File: src/rtl/fetch_queue.sv
`default_nettype none
// ============================================================================
//  Module   : fetch_queue
//  Purpose  : Instruction-fetch unit with a prefetch queue. Issues word fetches
//             over a valid/ready request / valid response memory interface,
//             buffers up to DEPTH instructions tagged with their PC and hands
//             them to decode over a valid/ready handshake. Redirects flush the
//             queue; bus errors and misaligned targets become fault entries.
//  Ports    : clk, reset_n (async, active-low)
//             imem_req_valid/ready/addr      fetch request channel
//             imem_rsp_valid/data/err        in-order response, 1-cycle pulse
//             redirect_valid/pc              pipeline redirect
//             instr_valid/ready/data/pc/fault queue head towards decode
//             count                          valid entries in queue
//  Revision : 1.0  initial release
// ============================================================================
module fetch_queue #(
   parameter int unsigned       ADDR_W   = 32,
   parameter int unsigned       XLEN     = 32,
   parameter int unsigned       DEPTH    = 4,
   parameter logic [ADDR_W-1:0] RESET_PC = '0
) (
   input  logic                         clk,
   input  logic                         reset_n,
   output logic                         imem_req_valid,
   input  logic                         imem_req_ready,
   output logic [ADDR_W-1:0]            imem_req_addr,
   input  logic                         imem_rsp_valid,
   input  logic [XLEN-1:0]              imem_rsp_data,
   input  logic                         imem_rsp_err,
   input  logic                         redirect_valid,
   input  logic [ADDR_W-1:0]            redirect_pc,
   output logic                         instr_valid,
   input  logic                         instr_ready,
   output logic [XLEN-1:0]              instr_data,
   output logic [ADDR_W-1:0]            instr_pc,
   output logic                         instr_fault,
   output logic [$clog2(DEPTH+1)-1:0]   count
);

   localparam int unsigned PTR_W = $clog2(DEPTH);
   localparam int unsigned CNT_W = $clog2(DEPTH+1);

   typedef enum logic [1:0] {
      ST_RUN   = 2'd0,
      ST_WAIT  = 2'd1,
      ST_DRAIN = 2'd2,
      ST_HALT  = 2'd3
   } state_t;

   state_t              state_q, state_d;
   logic [ADDR_W-1:0]   fetch_pc_q, fetch_pc_d;
   logic [ADDR_W-1:0]   req_pc_q, req_pc_d;     // PC of the outstanding request
   logic [PTR_W-1:0]    rd_ptr_q, rd_ptr_d;
   logic [PTR_W-1:0]    wr_ptr_q, wr_ptr_d;
   logic [CNT_W-1:0]    count_q, count_d;
   logic                run_ok_q, run_ok_d;     // keeps the request low for the first cycle after reset

   logic [XLEN-1:0]     data_q  [DEPTH];
   logic [XLEN-1:0]     data_d  [DEPTH];
   logic [ADDR_W-1:0]   pc_q    [DEPTH];
   logic [ADDR_W-1:0]   pc_d    [DEPTH];
   logic                fault_q [DEPTH];
   logic                fault_d [DEPTH];

   logic                req_fire;
   logic                pop;
   logic                push;
   logic [XLEN-1:0]     push_data;
   logic                push_fault;
   logic                owed;
   logic                misaligned;

   // A request can only be raised in RUN, where nothing is outstanding, so a
   // free queue slot is guaranteed for its response.
   assign imem_req_valid = run_ok_q && (state_q == ST_RUN) && (count_q < CNT_W'(DEPTH));
   assign imem_req_addr  = fetch_pc_q;
   assign req_fire       = imem_req_valid && imem_req_ready;

   assign instr_valid    = (count_q != '0);
   assign instr_data     = instr_valid ? data_q[rd_ptr_q]  : '0;
   assign instr_pc       = instr_valid ? pc_q[rd_ptr_q]    : '0;
   assign instr_fault    = instr_valid ? fault_q[rd_ptr_q] : 1'b0;
   assign count          = count_q;
   assign pop            = instr_valid && instr_ready;

   always_comb begin
      state_d    = state_q;
      fetch_pc_d = fetch_pc_q;
      req_pc_d   = req_pc_q;
      rd_ptr_d   = rd_ptr_q;
      wr_ptr_d   = wr_ptr_q;
      count_d    = count_q;
      run_ok_d   = 1'b1;
      data_d     = data_q;
      pc_d       = pc_q;
      fault_d    = fault_q;
      push       = 1'b0;
      push_data  = '0;
      push_fault = 1'b0;
      misaligned = (redirect_pc[1:0] != 2'b00);
      // A response is still owed if one was accepted this cycle, or one is in
      // flight and is not arriving right now. A response coinciding with the
      // redirect is simply dropped; waiting for another would deadlock.
      owed       = req_fire ||
                   (((state_q == ST_WAIT) || (state_q == ST_DRAIN)) && !imem_rsp_valid);

      if (redirect_valid) begin
         rd_ptr_d   = '0;
         wr_ptr_d   = '0;
         count_d    = '0;
         fetch_pc_d = redirect_pc;
         if (misaligned) begin
            data_d[0]  = '0;
            pc_d[0]    = redirect_pc;
            fault_d[0] = 1'b1;
            wr_ptr_d   = PTR_W'(1);
            count_d    = CNT_W'(1);
         end
         if (owed)            state_d = ST_DRAIN;
         else if (misaligned) state_d = ST_HALT;
         else                 state_d = ST_RUN;
      end else begin
         case (state_q)
            ST_RUN: begin
               if (req_fire) begin
                  state_d    = ST_WAIT;
                  req_pc_d   = fetch_pc_q;
                  fetch_pc_d = fetch_pc_q + ADDR_W'(4);
               end
            end
            ST_WAIT: begin
               if (imem_rsp_valid) begin
                  push       = 1'b1;
                  push_data  = imem_rsp_err ? '0 : imem_rsp_data;
                  push_fault = imem_rsp_err;
                  state_d    = imem_rsp_err ? ST_HALT : ST_RUN;
               end
            end
            ST_DRAIN: begin
               // fetch_pc already holds the pending target; a misaligned one
               // means its fault entry is queued and fetching must stay off.
               if (imem_rsp_valid) begin
                  state_d = (fetch_pc_q[1:0] != 2'b00) ? ST_HALT : ST_RUN;
               end
            end
            ST_HALT: begin
               state_d = ST_HALT;
            end
            default: begin
               state_d = ST_RUN;
            end
         endcase

         if (push) begin
            data_d[wr_ptr_q]  = push_data;
            pc_d[wr_ptr_q]    = req_pc_q;
            fault_d[wr_ptr_q] = push_fault;
            wr_ptr_d          = wr_ptr_q + PTR_W'(1);
         end
         if (pop) begin
            rd_ptr_d = rd_ptr_q + PTR_W'(1);
         end
         case ({push, pop})
            2'b10:   count_d = count_q + CNT_W'(1);
            2'b01:   count_d = count_q - CNT_W'(1);
            default: count_d = count_q;
         endcase
      end
   end

   always_ff @(posedge clk or negedge reset_n) begin
      if (!reset_n) begin
         state_q    <= ST_RUN;
         fetch_pc_q <= RESET_PC;
         req_pc_q   <= '0;
         rd_ptr_q   <= '0;
         wr_ptr_q   <= '0;
         count_q    <= '0;
         run_ok_q   <= 1'b0;
      end else begin
         state_q    <= state_d;
         fetch_pc_q <= fetch_pc_d;
         req_pc_q   <= req_pc_d;
         rd_ptr_q   <= rd_ptr_d;
         wr_ptr_q   <= wr_ptr_d;
         count_q    <= count_d;
         run_ok_q   <= run_ok_d;
      end
   end

   // Queue storage needs no reset: the head outputs are masked while empty.
   always_ff @(posedge clk) begin
      data_q  <= data_d;
      pc_q    <= pc_d;
      fault_q <= fault_d;
   end

endmodule
`default_nettype wire

File: config.mk
export PLATFORM = sky130hd
export DESIGN_NAME = fetch_queue
export DESIGN_NICKNAME = d
export VERILOG_FILES = /design/src/rtl/fetch_queue.sv
export SDC_FILE = /design/constraint.sdc
export NUM_CORES = 1
export LEC_CHECK = 0
export ABC_AREA = 1
export CAP_MARGIN = 20
export CORE_UTILIZATION = 31
export DETAILED_ROUTE_END_ITERATION = 10
export DONT_BUFFER_PORTS = 1
export MAX_ROUTING_LAYER = met4
export PLACE_DENSITY_LB_ADDON = 0.1
export SYNTH_ARGS = -nofsm -noshare
export SYNTH_HDL_FRONTEND = slang
export SYNTH_SLANG_ARGS = --single-unit
File: constraint.sdc
create_clock -name clk -period 11.8 [get_ports clk]
set_clock_uncertainty 0.15 [all_clocks]
set_input_delay 2.36 -clock clk [delete_from_list [all_inputs] [get_ports clk]]
set_output_delay 2.36 -clock clk [all_outputs]
set_load 0.02 [all_outputs]
==> results.cfg, run 1 <==
[outcome]
status = complete, no violations

[global_route]
grt_max_degree = 103
antenna_found_initial = 0
grt_pass1_wl_um = 69590
grt_pass1_vias = 10727
grt_overflow_total = 0
met2_usage_pct = 30.48
globalRouteTotalUtil_pct = 19.39
grt_most_used_layer = met2
grt_util_met1_pct = 25.01
met3_usage_pct = 4.615

[detailed_routing]
post_drt_wl_per_cell_um = 21.64
vias = 10481
ant_nets = 0
drt_iter0_drc = 626
via_per_inst = 4.960
totalWireLength_um = 45730
remaining_drc_errors = 0
drtPass1Iterations = 6

[timing]
setup_slack_ns = 5.837
tns_ns = 0
drv_slew = 0
rsz0062_at_grt = no
tightest_slew_ns = 1.002
fin_crit_sh_pct = 50.54
final.min_clock_period_ns = 5.963
fin_hold_ws_ns = 0.3478
fmax_mhz = 167.7
slew_headroom_pct = 33.21
finalHoldViolCount = 0
setup_viol = 0

[clock_network]
clk_pin_slew_ns = 0.06
clock_latency_ns = 0.55
cts_made_buffers = 41
cts_root_buffer = clkbuf_16
tritoncts = built
hold_buffers = 0
htreeDepth = 2
cts_setup_buffers = 0
post_cts_resized = 0
cts.path.max_buffers = 3
clock_sinks = 334

[setup_path]
timing.rr.start = state_q[1]$_DFFE_PN0P_
required_ns = 9.29
path_max_fanout = 102
r2r_cells = 7
startpoint = rd_ptr_q[0]$_DFFE_PN0P_
crit_path_end_kind = output pin
critical_path_arrival_ns = 3.45
crit_type = register to output pin
critPathLaunchType = register

[yosys]
synth_top_area_share_pct = 51.94
synth-edff-count = 260
syn_area_um2 = 15030
yosysMostFrequentCell = edfxtp_1
synth.avg_cell_area_um2 = 10.08
yosys.area.top_type = edfxtp_1
yosys.cell_types.count = 41
syn_inst = 1491
async_flop_share_pct = 22.16
yosysWarnings = 0
yosysSeqAreaShare_pct = 64.26
synth_fp_nets = 1573
synthTopCellsByArea = edfxtp_1, dfrtp_1, o21ai_0
ys_ff_latch = 334
synth_flop_cell = edfxtp_1
synthTopCellsByCount = edfxtp_1, nor2_1, o21ai_0

[place]
dp_hpwl_um = 27990
io_buffers = 0
place_ws_ns = 6.389
place_area_um2 = 15550
gp_congestion = 0.8079

[floorplan]
start_util_pct = 31.48
fp.dieArea_um2 = 49370
dieHeight_um = 222.2
coreArea_um2 = 47750
chipWidth_um = 222.2
fp-row-count = 80
num_io_pins = 173

[min_path]
hold_path.class = register to register
whs_path_depth = 0
min_from = req_pc_q[17]$_DFFE_PN0P_

[final_layout]
utilization_pct = 35.41
n_antenna_cell = 0
design_area_um2 = 16910
area_growth_pct = 12.49
nNetsFinal = 1550
drive_gt1_share_pct = 7.677

[job]
drv_cap = 0

[pwr]
power.density_nw_per_um2 = 221.7
ir_drop_mv = 0.08908
p_leak_nw = 6.414
[worst max-delay path, stage by stage (launching register included)]
cell	delay, ns
dfrtp_4	0.65
inv_4	0.78
buf_4	0.65
o21ai_0	0.18
a21oi_1	0.56
[stage by stage]
step | total power [W] | instances
3_5_place_dp | 0.002542 | 2039
3_3_place_gp | 0.002532 | 2038
5_1_grt | 0.003959 | 2113
6_report | 0.003749 | 2113
4_1_cts | 0.003813 | 2112
2_1_floorplan | 0.002254 | 1491
[state kept, by name, indices dropped and copies added, names as in the netlist, 2 cells and up]
signal and cells:
count 3, data_q 128, fault_q 4, imem_req_addr 32, pc_q 128, rd_ptr_q 2, req_pc_q 32, state_q 2
wr_ptr_q 2
[per-layer routing]
| layer | vias to the layer above | part of all wire [%] |
|---|---|---|
| li1 | 5030 | - |
| met1 | 5148 | 45 |
| met2 | 246 | 47 |
| met3 | 57 | 6.1 |
| met4 | 0 | 2.1 |
| met5 | - | 0 |
[cell families (layout without fill, tap and decap cells)]
logic type	Yosys count	after routing	synth area share, %
flip-flops	334	334	64.26
AO/OA/AOI/OAI	394	394	13.88
AND/OR/NAND/NOR	502	502	13.83
other	1	1	0.02495
XOR/XNOR	3	3	0.1748
buffers and inverters	246	253	6.859
adder cells (fa/ha/maj)	11	11	0.9656
[layout make-up]
type,count,area (µm²)
Tap cell,615,769.5
Fill cell,4794,30840
Clock inverter,15,178.9
Multi-Input combinational cell,911,4390
Timing Repair Buffer,15,132.6
Inverter,165,621.8
Clock buffer,58,1150
Sequential cell,334,9664
[worst paths after layout]
check,slack [ns],endpoint
hold / removal,0.35,pc_q[49]$_DFFE_PP_
hold reg to reg,0.35,pc_q[49]$_DFFE_PP_
setup / recovery,5.84,instr_pc[19]
max in group asynchronous,9.98,imem_req_addr[30]$_DFFE_PN0P_
setup reg to reg,8.39,data_q[85]$_DFFE_PP_
min in group asynchronous,1.35,imem_req_addr[6]$_DFFE_PN0P_
[where the power goes]
| group | leakage [nW] | total (W) | switching [W] | internal (W) |
|---|---|---|---|---|
| Clock | 0.647 | 0.00125 | 0.000487 | 0.000764 |
| Combinational | 2.40 | 0.000862 | 0.000674 | 0.000188 |
| Sequential | 3.37 | 0.00164 | 0.000176 | 0.00146 |
[cells in the final DEF, fill, tap and decap left out, types with 33 or more instances in the layout]
| cell | n |
|---|---|
| a21oi_1 | 120 |
| clkbuf_16 | 41 |
| dfrtp_1 | 72 |
| edfxtp_1 | 260 |
| inv_1 | 158 |
| nand2_1 | 183 |
| nand3_1 | 33 |
| nor2_1 | 244 |
| o21ai_0 | 204 |
| o22ai_1 | 49 |
(Power assumes the default switching activity.)
==> run 2: changes to the inputs <==
==> constraint.sdc (replaced) <==
create_clock -name clk -period 5.7 [get_ports clk]
set_clock_uncertainty 0.15 [all_clocks]
set_input_delay 1.14 -clock clk [delete_from_list [all_inputs] [get_ports clk]]
set_output_delay 1.14 -clock clk [all_outputs]
set_load 0.02 [all_outputs]
==> results.cfg, run 2 (synthesized netlist as in run 1, its figures left out) <==
[global_route]
grt_overflow_total = 0
antenna_found_initial = 1
grt_pass1_wl_um = 67250
grt_pass1_vias = 10192
met2_usage_pct = 28.94
grt_util_met1_pct = 24.76
grt_max_degree = 91
met3_usage_pct = 3.650
globalRouteTotalUtil_pct = 18.72
grt_most_used_layer = met2

[final_layout]
area_growth_pct = 12.15
final_common_cell = edfxtp_1
nNetsFinal = 1550
top_regs = data_q x128, pc_q x128
drive_gt1_share_pct = 7.538
stdcell_count = 2115
final_cell_mix = edfxtp_1, nor2_1, o21ai_0, nand2_1, inv_1

[detailed_routing]
drt_iter0_drc = 829
drtPass1Iterations = 5
vias = 10366
via_per_inst = 4.901
remaining_drc_errors = 0
totalWireLength_um = 44810
ant_nets = 0
post_drt_wl_per_cell_um = 21.18

[setup_path]
r2r_cells = 7
critical_path_arrival_ns = 3.05
path_max_fanout = 90
slowest_stage = dfrtp_4
crit_path_end_kind = output pin
crit_buf_inv = 2
r2r_end = fault_q[0]$_DFFE_PP_
cpLargestDelayFamily = buffers and inverters
critPathLaunchType = register
crit_chain = inv_4 > buf_12 > o21ai_0 > a21oi_1
timing.rr.start = state_q[1]$_DFFE_PN0P_
crit_type = register to output pin
required_ns = 4.41
max_stage_delay_ns = 0.70
r2r_slack_ns = 2.66

[timing]
tns_ns = 0
final.min_clock_period_ns = 4.340
rsz0062_at_grt = no
slew_headroom_pct = 31.77
finalHoldViolCount = 0
drv_slew = 0
setup_viol = 0
fmax_mhz = 230.4
fin_crit_sh_pct = 76.14
tightest_slew_ns = 1.021

[floorplan]
fp.dieArea_um2 = 49370
fp-row-count = 80
num_io_pins = 173
coreArea_um2 = 47750
dieHeight_um = 222.2
chipWidth_um = 222.2
start_util_pct = 31.48

[clock_network]
post_cts_resized = 0
hold_buffers = 0
cts_root_buffer = clkbuf_16
clock_latency_ns = 0.56
tritoncts = built
cts.path.max_buffers = 3
htreeDepth = 2
cts_made_buffers = 40
cts_setup_buffers = 0
clock_sinks = 334
clk_pin_slew_ns = 0.06

[outcome]
status = complete, no violations

[min_path]
hold_path.class = input port to async pin

[place]
io_buffers = 0
placed_cells = 2040
dp_hpwl_um = 27490
gp_congestion = 0.8384

[pwr]
p_leak_nw = 6.381
power.density_nw_per_um2 = 452.3
ir_drop_mv = 0.1695

[job]
drv_cap = 0
[run 2: cell count changes in the layout (fill, tap and decap cells not counted), sizes merged]
cell    change
bufinv      -3
clkbuf      -2
diode       +1
clkinv      +5
buf         +1
[run 2: final cells by class]
| type | instances | area (µm²) |
|---|---|---|
| repair buffers | 16 | 190.2 |
| clock inverters | 17 | 116.4 |
| multi-input cells | 911 | 4390 |
| clock buffers | 56 | 1102 |
| well taps | 615 | 769.5 |
| fillers | 4818 | 30890 |
| inverters | 165 | 621.8 |
| flip-flops and latches | 334 | 9664 |
| diodes | 1 | 2.502 |
[run 2: per-layer routing]
metal  vias up  part of all wire (%)
met3        63                   5.6
met5         -                     0
met2       279                    47
li1       5046                     -
met1      4978                    46
met4         0                   2.3
[run 2: where the power goes]
group          leakage [nW]  total [W]  switching, W  internal, W
logic                  2.42    0.00180       0.00140     0.000404
registers              3.37    0.00340      0.000377      0.00302
clock network         0.595    0.00243       0.00103      0.00140
total                  6.38    0.00762       0.00280      0.00482
[run 2: how the worst max path moves through the flow]
| stage | startpoint | slack [ns] | cells after the start | end |
|---|---|---|---|---|
| after floorplan | imem_rsp_valid | 0.89 | 4 | data_q[0]$_DFFE_PP_ |
| after global placement | rd_ptr_q[0]$_DFFE_PN0P_ | 1.86 | 5 | instr_pc[23] |
| after detailed placement | rd_ptr_q[0]$_DFFE_PN0P_ | 1.85 | 5 | instr_pc[23] |
| after CTS | rd_ptr_q[0]$_DFFE_PN0P_ | 1.23 | 5 | instr_pc[23] |
| after global routing | rd_ptr_q[0]$_DFFE_PN0P_ | 1.11 | 4 | instr_data[6] |
| final | rd_ptr_q[0]$_DFFE_PN0P_ | 1.36 | 4 | instr_pc[31] |
[run 2: through the flow]
| stage | hold WS, ns | instance area, µm² | utilization (%) | power (W) | setup WS [ns] |
|---|---|---|---|---|---|
| floorplan | 0.3092 | 15030 | - | 0.004666 | 0.8856 |
| detailed placement | 0.3440 | 15610 | 32.69 | 0.005288 | 1.850 |
| global placement | 0.3334 | 15610 | 32.69 | 0.005273 | 1.859 |
| CTS | 0.08645 | 16830 | 35.24 | 0.007747 | 1.230 |
| global route | 0.09398 | 16860 | 35.31 | 0.008022 | 1.112 |
| finish | 0.1205 | 16860 | 35.31 | 0.007624 | 1.360 |
[run 2: worst reg2reg max path: cells and delay by family (launching register included)]
kind                       cells  cell delay (ns)
and+or+nand+nor                3             1.27
buffers and inverters          3             0.64
DFF                            1             0.40
adders and majority gates      1             0.21
